**src/rtl/huffman_sample_sequencer_pkg.sv**
```systemverilog
// Shared MP3 decoder types and constants for the Huffman-to-requantizer sample path.
package mp3_pkg;

   localparam int GRANULE_LEN = 576;
   localparam int MAX_PAIRS   = 288;
   localparam int SAMPLE_W    = 16;
   localparam int POS_W       = 10;

   typedef logic signed [SAMPLE_W-1:0] sample_t;
   typedef logic [POS_W-1:0]           pos_t;

   typedef enum logic [2:0] {IDLE, BIG, COUNT1, ZERO, DONE} seq_state_t;

   localparam pos_t POS_END = pos_t'(GRANULE_LEN);

   function automatic logic [8:0] clamp_pairs(input logic [8:0] bv);
      return (bv > 9'(MAX_PAIRS)) ? 9'(MAX_PAIRS) : bv;
   endfunction

endpackage

```
**src/rtl/huffman_sample_sequencer_if.sv**
```systemverilog
// Huffman-decoder input and requantizer sample stream of the sample sequencer.
interface huffman_sample_sequencer_if;
   import mp3_pkg::*;

   logic          si_valid;
   logic [8:0]    big_values;
   sample_t [1:0] pair_in;
   logic          pair_valid;
   logic          pair_ready;
   sample_t [3:0] quad_in;
   logic          quad_valid;
   logic          quad_ready;
   logic          count1_done;
   sample_t       x_out;
   pos_t          is_pos;
   logic          dout_v;
   logic          busy;
   logic          granule_done;

   // master: the sequencer itself; slave: the decoder/requantizer environment around it
   modport master (
      input  si_valid, big_values, pair_in, pair_valid, quad_in, quad_valid, count1_done,
      output pair_ready, quad_ready, x_out, is_pos, dout_v, busy, granule_done
   );

   modport slave (
      output si_valid, big_values, pair_in, pair_valid, quad_in, quad_valid, count1_done,
      input  pair_ready, quad_ready, x_out, is_pos, dout_v, busy, granule_done
   );

endinterface

```
**src/rtl/huffman_sample_sequencer_sample_shift_buffer.sv**
```systemverilog
// Four-deep element store: loads a pair or a (possibly truncated) quad, pops one element per cycle.
module sample_shift_buffer
   import mp3_pkg::*;
(
   input  logic          clk,
   input  logic          rst_n,
   input  logic          load,
   input  logic          load_quad,
   input  sample_t [3:0] load_data,
   input  pos_t          room,
   output sample_t       head,
   output logic [2:0]    cnt
);

   sample_t [3:0] mem;
   logic [2:0]    load_n;

   // Loads only happen when the buffer is empty after this cycle's pop, so a load simply overwrites.
   always_comb begin
      load_n = 3'd2;
      if (load_quad) begin
         load_n = (room < pos_t'(4)) ? room[2:0] : 3'd4;
      end
   end

   always_ff @(posedge clk) begin
      if (!rst_n) begin
         mem <= '0;
         cnt <= '0;
      end else if (load) begin
         mem <= load_data;
         cnt <= load_n;
      end else if (cnt != '0) begin
         mem <= {{SAMPLE_W{1'b0}}, mem[3:1]};
         cnt <= cnt - 3'd1;
      end
   end

   assign head = mem[0];

endmodule

```
**src/rtl/huffman_sample_sequencer.sv**
```systemverilog
// Serialises big_values pairs, count1 quads and rzero fill into one sample per cycle for the requantizer.
//   state  | meaning
//   IDLE   | waiting for si_valid
//   BIG    | accepting big_values pairs
//   COUNT1 | accepting count1 quads until count1_done or position 576
//   ZERO   | emitting zeros up to index 575
//   DONE   | one-cycle granule_done, back to IDLE
module huffman_sample_sequencer
   import mp3_pkg::*;
(
   input logic                        clk,
   input logic                        rst_n,
   huffman_sample_sequencer_if.master hs
);

   seq_state_t    state, state_nxt;
   logic [8:0]    pairs_left;
   pos_t          pos_cnt, pos_next, room;
   logic          c1_seen, c1_any;
   logic [2:0]    buf_cnt;
   sample_t       buf_head;
   sample_t [3:0] load_data;
   logic          cnt_low, pair_rdy, quad_rdy, pair_hs, quad_hs;
   logic          emit_zero, emit;
   sample_t       x_out_r;
   pos_t          is_pos_r;
   logic          dout_v_r;

   always_comb begin
      cnt_low   = buf_cnt <= 3'd1;
      pair_rdy  = (state == BIG) && cnt_low && (pairs_left != '0);
      quad_rdy  = (state == COUNT1) && cnt_low &&
                  ((11'(pos_cnt) + 11'(buf_cnt)) < 11'(GRANULE_LEN));
      pair_hs   = pair_rdy && hs.pair_valid;
      quad_hs   = quad_rdy && hs.quad_valid;
      emit_zero = (state == ZERO) && (buf_cnt == '0) && (pos_cnt < POS_END);
      emit      = (buf_cnt != '0) || emit_zero;
      pos_next  = pos_cnt + pos_t'(emit);
      room      = POS_END - pos_next;
      c1_any    = c1_seen || hs.count1_done;
      load_data = hs.quad_in;
      if (pair_hs) begin
         load_data      = '0;
         load_data[1:0] = hs.pair_in;
      end
   end

   // BIG hands over while the last pair element is still pending so quads follow without a gap.
   always_comb begin
      state_nxt = state;
      unique case (state)
         IDLE:    if (hs.si_valid) state_nxt = (hs.big_values != '0) ? BIG : COUNT1;
         BIG:     if (pairs_left == '0) state_nxt = COUNT1;
         COUNT1:  if (pos_cnt == POS_END) state_nxt = DONE;
                  else if (c1_any && !quad_hs && cnt_low) state_nxt = ZERO;
         ZERO:    if (pos_cnt == POS_END) state_nxt = DONE;
         DONE:    state_nxt = IDLE;
         default: state_nxt = IDLE;
      endcase
   end

   always_ff @(posedge clk) begin
      if (!rst_n) begin
         state      <= IDLE;
         pairs_left <= '0;
         pos_cnt    <= '0;
         c1_seen    <= 1'b0;
         x_out_r    <= '0;
         is_pos_r   <= '0;
         dout_v_r   <= 1'b0;
      end else begin
         state   <= state_nxt;
         pos_cnt <= (state == IDLE) ? '0 : pos_next;
         if (state == IDLE) begin
            c1_seen <= 1'b0;
            if (hs.si_valid) pairs_left <= clamp_pairs(hs.big_values);
         end else begin
            if (pair_hs) pairs_left <= pairs_left - 9'd1;
            if ((state == BIG || state == COUNT1) && hs.count1_done) c1_seen <= 1'b1;
         end
         dout_v_r <= emit;
         if (emit) begin
            x_out_r  <= (buf_cnt != '0) ? buf_head : '0;
            is_pos_r <= pos_cnt;
         end
      end
   end

   sample_shift_buffer u_buf (
      .clk       (clk),
      .rst_n     (rst_n),
      .load      (pair_hs || quad_hs),
      .load_quad (quad_hs),
      .load_data (load_data),
      .room      (room),
      .head      (buf_head),
      .cnt       (buf_cnt)
   );

   assign hs.pair_ready   = pair_rdy;
   assign hs.quad_ready   = quad_rdy;
   assign hs.x_out        = x_out_r;
   assign hs.is_pos       = is_pos_r;
   assign hs.dout_v       = dout_v_r;
   assign hs.busy         = (state != IDLE) && (state != DONE);
   assign hs.granule_done = (state == DONE);

endmodule
```
**src/flat_wrapper.sv**
```systemverilog
// flat-port wrapper written by rule: the top's interface ports become plain ports
module huffman_sample_sequencer_flat import mp3_pkg::*;
  (clk, rst_n, hs_si_valid, hs_big_values, hs_pair_in, hs_pair_valid, hs_quad_in, hs_quad_valid, hs_count1_done, hs_pair_ready, hs_quad_ready, hs_x_out, hs_is_pos, hs_dout_v, hs_busy, hs_granule_done);
  huffman_sample_sequencer_if hs_i ();
  input logic clk;
  input logic rst_n;
  input wire logic [$bits(hs_i.si_valid)-1:0] hs_si_valid;
  input wire logic [$bits(hs_i.big_values)-1:0] hs_big_values;
  input wire logic [$bits(hs_i.pair_in)-1:0] hs_pair_in;
  input wire logic [$bits(hs_i.pair_valid)-1:0] hs_pair_valid;
  input wire logic [$bits(hs_i.quad_in)-1:0] hs_quad_in;
  input wire logic [$bits(hs_i.quad_valid)-1:0] hs_quad_valid;
  input wire logic [$bits(hs_i.count1_done)-1:0] hs_count1_done;
  output wire logic [$bits(hs_i.pair_ready)-1:0] hs_pair_ready;
  output wire logic [$bits(hs_i.quad_ready)-1:0] hs_quad_ready;
  output wire logic [$bits(hs_i.x_out)-1:0] hs_x_out;
  output wire logic [$bits(hs_i.is_pos)-1:0] hs_is_pos;
  output wire logic [$bits(hs_i.dout_v)-1:0] hs_dout_v;
  output wire logic [$bits(hs_i.busy)-1:0] hs_busy;
  output wire logic [$bits(hs_i.granule_done)-1:0] hs_granule_done;
  assign hs_i.si_valid = hs_si_valid;
  assign hs_i.big_values = hs_big_values;
  assign hs_i.pair_in = hs_pair_in;
  assign hs_i.pair_valid = hs_pair_valid;
  assign hs_i.quad_in = hs_quad_in;
  assign hs_i.quad_valid = hs_quad_valid;
  assign hs_i.count1_done = hs_count1_done;
  assign hs_pair_ready = hs_i.pair_ready;
  assign hs_quad_ready = hs_i.quad_ready;
  assign hs_x_out = hs_i.x_out;
  assign hs_is_pos = hs_i.is_pos;
  assign hs_dout_v = hs_i.dout_v;
  assign hs_busy = hs_i.busy;
  assign hs_granule_done = hs_i.granule_done;
  huffman_sample_sequencer u_core (.clk(clk), .rst_n(rst_n), .hs(hs_i));
endmodule
```
**config.mk**
```make
export PLATFORM = sky130hd
export DESIGN_NAME = huffman_sample_sequencer_flat
export DESIGN_NICKNAME = d
export VERILOG_FILES = /design/src/rtl/huffman_sample_sequencer_pkg.sv /design/src/rtl/huffman_sample_sequencer_if.sv /design/src/rtl/huffman_sample_sequencer_sample_shift_buffer.sv /design/src/rtl/huffman_sample_sequencer.sv /design/src/flat_wrapper.sv
export SDC_FILE = /design/constraint.sdc
export NUM_CORES = 1
export LEC_CHECK = 0
export BUFFER_PORTS_ARGS = -buffer_cell sky130_fd_sc_hd__buf_2
export CORE_AREA = 2 2 108 110
export DETAILED_ROUTE_END_ITERATION = 10
export DIE_AREA = 0 0 110 112
export PLACE_DENSITY = 0.8
export REMOVE_ABC_BUFFERS = 1
export SETUP_SLACK_MARGIN = 0.4
export SYNTH_ARGS = -nofsm -noshare
export SYNTH_HDL_FRONTEND = slang
export SYNTH_SLANG_ARGS = --single-unit
```
**constraint.sdc**
```tcl
create_clock -name clk -period 5 [get_ports clk]
set_clock_uncertainty 0.2 [all_clocks]
set_input_delay 0.5 -clock clk [delete_from_list [all_inputs] [get_ports clk]]
set_output_delay 0.5 -clock clk [all_outputs]
set_load 0.01 [all_outputs]
```
=== Yosys cells after proc, flatten, opt, wreduce, memory -nomap -nowiden ===
Index checks and enable logic that the tools add are counted.

* $add $sub $neg: 5
* $lt $le $gt $ge: 5
* Eq/ne operators: 10
* Muxes and demuxes: 19
* Bitwise operators: 1
* Reduce and logical (&&, ||, !) cells: 29

{| class="wikitable"
|+ Operators by type and width
! cell !! count
|-
| $mux W64 || 3
|-
| $mux W9 || 4
|-
| $mux W3 || 9
|-
| $reduce_bool A9 Y1 || 2
|-
| $mux W16 || 1
|-
| $logic_and A1 B1 Y1 || 12
|-
| $pmux W3 S4 || 1
|-
| $add A10 B3 Y11 || 1
|-
| $lt A11 B10 Y1 const B || 1
|-
| $add A10 B1 Y10 || 1
|-
| $eq A10 B10 Y1 const B || 1
|-
| $lt A10 B10 Y1 const B || 1
|-
| $lt A10 B3 Y1 const B || 1
|-
| $sub A10 B10 Y10 const A || 1
|-
| $gt A9 B9 Y1 const B || 1
|-
| $logic_not A9 Y1 || 1
|-
| $sub A9 B1 Y9 const B || 1
|-
| $eq A3 B2 Y1 const B || 2
|-
| $logic_not A3 Y1 || 2
|-
| $ne A2 B2 Y1 const B || 3
|-
| $reduce_bool A3 Y1 || 2
|-
| $logic_or A1 B1 Y1 || 4
|-
| $reduce_and A4 Y1 || 1
|-
| $reduce_bool A2 Y1 || 2
|-
| 11 further kinds || 11
|}

* Register bits: 117
* Bits of input ports: 111
* Output and inout port bits: 31

=== Longest topological paths before layout ===
* Word-level depth: 10
* Gate-level depth with buffers: 18
* Gate-level depth less buffers: 15

=== By module ===
Synthesis repeated with hierarchy kept, for this count alone.

* Cells, all modules: 780
* Area total of the unflattened synthesis: 6561.3 µm²

{| class="wikitable"
|+ By module, submodules not included
! module !! times used !! cells an instance !! area an instance (µm²)
|-
| huffman_sample_sequencer || 1 || 397 || 3434.5
|-
| sample_shift_buffer || 1 || 383 || 3126.7
|}

=== Least setup slack after synthesis ===
No wires, ideal clock.

* Path type: reg2reg
* From: register u_core.u_buf.cnt[1]
* To: register u_core.u_buf.cnt[0]
* Data arrival time: 3.718 ns
* Data required time: 4.741 ns
* Slack: 1.023 ns
* Stages on the path, launching flop included: 19
* Clock period less this slack: 3.977 ns
* Cells stage by stage: dfxtp_1 -> inv_1 -> ha_1 -> ha_1 -> clkbuf_1 -> inv_1 -> clkbuf_1 -> a31oi_1 -> inv_1 -> clkbuf_1 -> ha_1 -> ha_1 -> clkbuf_1 -> xnor2_1 -> xnor2_1 -> o21ai_1 -> a2111o_1 -> nor4_1 -> o211a_1

* Cells in the longest elaborated chain, start to end: 10
* Elaborated cells between the ends (all ways): 22

{| class="wikitable"
|+ Ends and longest elaborated chain
! item !! line !! RTL
|-
| start, declared || huffman_sample_sequencer_sample_shift_buffer.sv:12 || <nowiki>output logic [2:0] cnt</nowiki>
|-
| start signal, assigned || huffman_sample_sequencer_sample_shift_buffer.sv:32 || <nowiki>cnt <= load_n;</nowiki>
|-
| start signal, assigned || huffman_sample_sequencer_sample_shift_buffer.sv:35 || <nowiki>cnt <= cnt - 3'd1;</nowiki>
|-
| $logic_not A3 Y1 || huffman_sample_sequencer.sv:36 || <nowiki>emit_zero = (state == ZERO) && (buf_cnt == '0) && (pos_cnt < POS_END);</nowiki>
|-
| $logic_and A1 B1 Y1 (2 in series) || huffman_sample_sequencer.sv:36 ||
|-
| $logic_or A1 B1 Y1 * || huffman_sample_sequencer.sv:37 || <nowiki>emit = (buf_cnt != '0) || emit_zero;</nowiki>
|-
| named net u_core.emit || huffman_sample_sequencer.sv:24 || <nowiki>logic emit_zero, emit;</nowiki>
|-
| $add A10 B1 Y10 * || huffman_sample_sequencer.sv:38 || <nowiki>pos_next = pos_cnt + pos_t'(emit);</nowiki>
|-
| $sub A10 B10 Y10 * || huffman_sample_sequencer.sv:39 || <nowiki>room = POS_END - pos_next;</nowiki>
|-
| $lt A10 B3 Y1 || huffman_sample_sequencer_sample_shift_buffer.sv:22 || <nowiki>load_n = (room < pos_t'(4)) ? room[2:0] : 3'd4;</nowiki>
|-
| $mux W3 * || huffman_sample_sequencer_sample_shift_buffer.sv:22 ||
|-
| $mux W3 * || huffman_sample_sequencer_sample_shift_buffer.sv:21 || <nowiki>if (load_quad) begin</nowiki>
|-
| $mux W3 * || huffman_sample_sequencer_sample_shift_buffer.sv:30 || <nowiki>end else if (load) begin</nowiki>
|}

Mark *: on every way through the listed nets, which the timed path passes. The rest lies on a longest branch.
A chain may end at the register's enable or synchronous reset.

=== Worst setup path in the final report ===
* From: register u_core.u_buf.cnt[1]
* To: register u_core.u_buf.cnt[0]

* Cells in the longest elaborated chain, start to end: 10
* Elaborated cells between the ends (all ways): 22

{| class="wikitable"
|+ Ends and longest elaborated chain
! item !! line
|-
| $logic_not A3 Y1 || huffman_sample_sequencer.sv:36
|-
| $logic_and A1 B1 Y1 (2 in series) || huffman_sample_sequencer.sv:36
|-
| $logic_or A1 B1 Y1 || huffman_sample_sequencer.sv:37
|-
| $add A10 B1 Y10 || huffman_sample_sequencer.sv:38
|-
| $sub A10 B10 Y10 || huffman_sample_sequencer.sv:39
|-
| $lt A10 B3 Y1 || huffman_sample_sequencer_sample_shift_buffer.sv:22
|-
| $mux W3 || huffman_sample_sequencer_sample_shift_buffer.sv:22
|-
| $mux W3 || huffman_sample_sequencer_sample_shift_buffer.sv:21
|-
| $mux W3 || huffman_sample_sequencer_sample_shift_buffer.sv:30
|}

Parallel ways exist; a longest one is shown, timed or not.

==> impl_summary.log <==
[metrics] total congestion overflow: 0
[metrics] proportion of layout cells with a drive suffix above 1: 0.245
[metrics] utilization after layout: 0.608
[metrics] number of buffers inserted by post-CTS setup repair: 0
[metrics] Die Span X: 110 microns
[metrics] average instance area after synthesis: 8.46 sq um
[metrics] commonest cells in the netlist: 117 x sky130_fd_sc_hd__dfxtp_1, 70 x sky130_fd_sc_hd__o21ai_0, 65 x sky130_fd_sc_hd__a22oi_1
[metrics] Pre-Repair DR Iteration Count: 6
[metrics] number of antenna violations at the first check in global routing: 0
[metrics] Worst path top cell family by delay: adder cells
[metrics] Buffers on Ports: 141
[metrics] Skew-Pair Late Insertion Delay: 410 ps
[metrics] Cell Rows: 39
[metrics] fill cell total of the finished layout: 991
[metrics] largest fanout of any net on the critical path: 20
[metrics] CTS Hold Bufs: 0
[metrics] post-layout min period: 3720 ps
[metrics] weighted congestion reported at the end of routability-driven placement: 0.862
[metrics] required time at the endpoint of the critical path: 5150 ps
[metrics] kind of capture point of the worst setup path: register
[metrics] Die Y-Extent: 112 microns
[metrics] final max-slew violation count: 0
[metrics] vias post-DR: 5,468
[metrics] Combinational Power Share: 0.387
[metrics] DP Wirelength: 9770 microns
[metrics] total die area: 12,300 sq um
[metrics] most frequently used cell type in the post-synthesis netlist: sky130_fd_sc_hd__dfxtp_1
[metrics] outcome: finished, final reports clean
[metrics] number of violations of the max-capacitance limit: 0
[metrics] count of nets after finishing: 878
[metrics] sort of element at the start of the critical path: register
[metrics] CP max stage cell: sky130_fd_sc_hd__o32a_1
[metrics] Resized Gates After CTS: 0
[metrics] Peak supply drop: 267 uV
[metrics] clock-pin transition on the worst setup and hold timing paths: 50 ps
[metrics] via count of the first global-routing pass: 5,136
[metrics] Max transition margin: 0.261
[metrics] CP cell instances: inv_1 > ha_1 > ha_2 > inv_1 > buf_4 > a31oi_2 > inv_1 > ha_1 > ha_1 > nand3_1 > nor2_1 > xnor2_1 > o32a_1 > nor4_1 > o211a_1
[metrics] area of the multi-input gates: 2860 sq um
[metrics] biggest area consumer among synthesized cells: sky130_fd_sc_hd__dfxtp_1
[metrics] Net Switching: 1610 uW
[metrics] endpoints failing hold: 0
[metrics] aggregate negative setup slack: 0 ps
[metrics] Clock Tree Root: sky130_fd_sc_hd__clkbuf_16
[metrics] setup slack of the critical path after layout: 1280 ps
[metrics] synth-to-layout area growth: 23.8%
[metrics] remaining antenna violation count after routing: 0
[metrics] beginning of the worst register-to-register path: u_core.u_buf.cnt[1]
[metrics] Storage cell area: 2340 sq um
[metrics] maximum number of pins on one net before global-route repair: 76
[metrics] area post-placement: 6180 sq um
[metrics] Worst Setup Slack post-DPL: 1410 ps
[metrics] summed area of non-filler cells in the final layout: 6800 sq um
[metrics] internal power consumption: 2650 uW
[metrics] sequential cell fraction of total power: 0.315
[metrics] antenna diode count: 0
[metrics] number of flip-flops and latches in the synthesized netlist: 117
[metrics] Crit path buffers/inverters: 4
[metrics] measured slew at the worst slew-check pin: 1110 ps
[metrics] P per Cell Area: 626 nW/um^2
[metrics] Net Sw Frac: 0.378
[metrics] dominant register cell in the synthesized netlist: sky130_fd_sc_hd__dfxtp_1
[metrics] core footprint: 11,200 sq um
[metrics] class of the worst hold path: in -> reg
[metrics] R2R Setup Slk: 1280 ps
[metrics] critical path arrival: 3870 ps
[metrics] tightest hold margin: 161 ps
[metrics] LEAKAGE: 0.00269 uW
[metrics] TritonCTS clock tree: built
[metrics] Cell variety after synth: 58
[metrics] CTS Sinks: 117
[metrics] post-synth design cell area: 5490 sq um
[metrics] setup violators final: 0
[metrics] count of flip-flops with a built-in enable after synthesis: 0
[metrics] fraction of registers with async set/reset: 0
[metrics] ratio of final minimum period to clock period: 0.745
[metrics] post-DR wirelength/cell: 16.6 microns
[metrics] drc violations: 0
[metrics] Top Ports: 142
[metrics] total number of yosys warnings: 0
[metrics] hold path start: hs_quad_in[59]
[metrics] Max Buffers Root-to-Sink: 2
[metrics] drt first-iter violations: 438
[metrics] first-pass GRT wire length: 24,200 microns
[metrics] Post-Syn Instances: 649
[metrics] sequential share of the synthesized area: 0.427
[metrics] Worst Path Class, Setup: reg -> reg
[metrics] global router's overall resource usage: 0.247
[metrics] unrepaired setup endpoints after global routing: no
[metrics] deepest level of the CTS H-tree: 4
[metrics] drt via density: 5.98
[metrics] slowest stage delay, CP: 420 ps
[metrics] Inserted Clock Buffers: 17
[metrics] Area contributors post-synth: sky130_fd_sc_hd__dfxtp_1 43%, sky130_fd_sc_hd__a22oi_1 8.9%, sky130_fd_sc_hd__o21ai_0 6.4%, sky130_fd_sc_hd__nor2b_1 4.3%, sky130_fd_sc_hd__a21oi_1 4.1%
[metrics] source of the critical timing path: u_core.u_buf.cnt[1]
[metrics] fraction of power consumed by the clock network: 0.297
[metrics] highest clock frequency the design can meet: 0.269 GHz
[metrics] Routed WL: 15,200 microns
[metrics] starting density of the core: 0.491
[metrics] Synth top area share: 0.427
per-stage QoR:
step,cells,total power (uW)
floorplan,592,2470
global placement,883,2890
detailed placement,883,2970
CTS,914,4250
global route,914,4540
finish,914,4260
flip-flops by register name, indices dropped and copies added (netlist names):
name,flops
u_core.c1_seen,1
u_core.hs.dout_v,1
u_core.hs.is_pos,10
u_core.hs.x_out,16
u_core.pairs_left,9
u_core.pos_cnt,10
u_core.state,3
u_core.u_buf.cnt,3
u_core.u_buf.head,16
u_core.u_buf.mem,48
power groups by stage:
stage | Combinational (uW) | Sequential [uW] | Clock (uW)
2_1_floorplan | 1140 | 1330 | 0
3_3_place_gp | 1560 | 1340 | 0
3_5_place_dp | 1620 | 1350 | 0
4_1_cts | 1640 | 1330 | 1270
5_1_grt | 1840 | 1370 | 1330
6_report | 1650 | 1340 | 1270
metal layers:
layer,track usage,part of all wire,up-vias
met1,0.313,0.43,2591
met4,0.116,0.029,0
met3,0.0591,0.061,41
met5,0,0,-
li1,-,-,2602
met2,0.394,0.48,234
path summary, 6_finish.rpt:
kind                               end  depth (start not counted)
setup / recovery   u_core.u_buf.cnt[0]                         15
hold / removal    u_core.u_buf.mem[59]                          3
setup reg to reg   u_core.u_buf.cnt[0]                         15
hold reg to reg    u_core.hs.is_pos[9]                          2
cells in the final DEF (no fill, tap or decap), types with 4 or more instances in the layout:
master / n
sky130_fd_sc_hd__nor4_1: 4
sky130_fd_sc_hd__ha_1: 7
sky130_fd_sc_hd__nand2_1: 35
sky130_fd_sc_hd__dfxtp_1: 117
sky130_fd_sc_hd__nor2_1: 43
sky130_fd_sc_hd__a21boi_1: 4
sky130_fd_sc_hd__o21ai_1: 36
sky130_fd_sc_hd__clkbuf_16: 17
sky130_fd_sc_hd__nor3_1: 11
sky130_fd_sc_hd__buf_2: 141
sky130_fd_sc_hd__nor2b_1: 38
sky130_fd_sc_hd__buf_4: 7
sky130_fd_sc_hd__xnor2_1: 6
sky130_fd_sc_hd__bufinv_16: 4
sky130_fd_sc_hd__a21boi_0: 7
sky130_fd_sc_hd__a21oi_1: 45
sky130_fd_sc_hd__a22oi_1: 65
sky130_fd_sc_hd__a211oi_1: 19
sky130_fd_sc_hd__nand4_1: 8
sky130_fd_sc_hd__inv_1: 11
sky130_fd_sc_hd__o21ai_0: 70
sky130_fd_sc_hd__and2_1: 4
sky130_fd_sc_hd__nand3_1: 6
sky130_fd_sc_hd__xor2_1: 8
worst min-delay path, delay by kind of cell:
kind                   cells  cell delay, ps
AO/OA/AOI/OAI              1              60
AND/OR/NAND/NOR            1              90
buffers and inverters      1              80
cell type report:
cell class / instances / area share
clock buffers: 22 / 0.0683
clock inverters: 9 / 0.0223
inverters: 11 / 0.00607
multi-input cells: 464 / 0.421
flip-flops and latches: 117 / 0.344
well taps: 143 / 0.0263
repair buffers: 148 / 0.112
cell families after synthesis:
group,synth area share
multiplexers,0.00182
AND/OR/NAND/NOR,0.164
adder cells (fa/ha/maj),0.0182
flip-flops,0.427
buffers and inverters,0.0545
XOR/XNOR,0.0223
AO/OA/AOI/OAI,0.313
No activity file was read; power rests on OpenSTA's default activity.
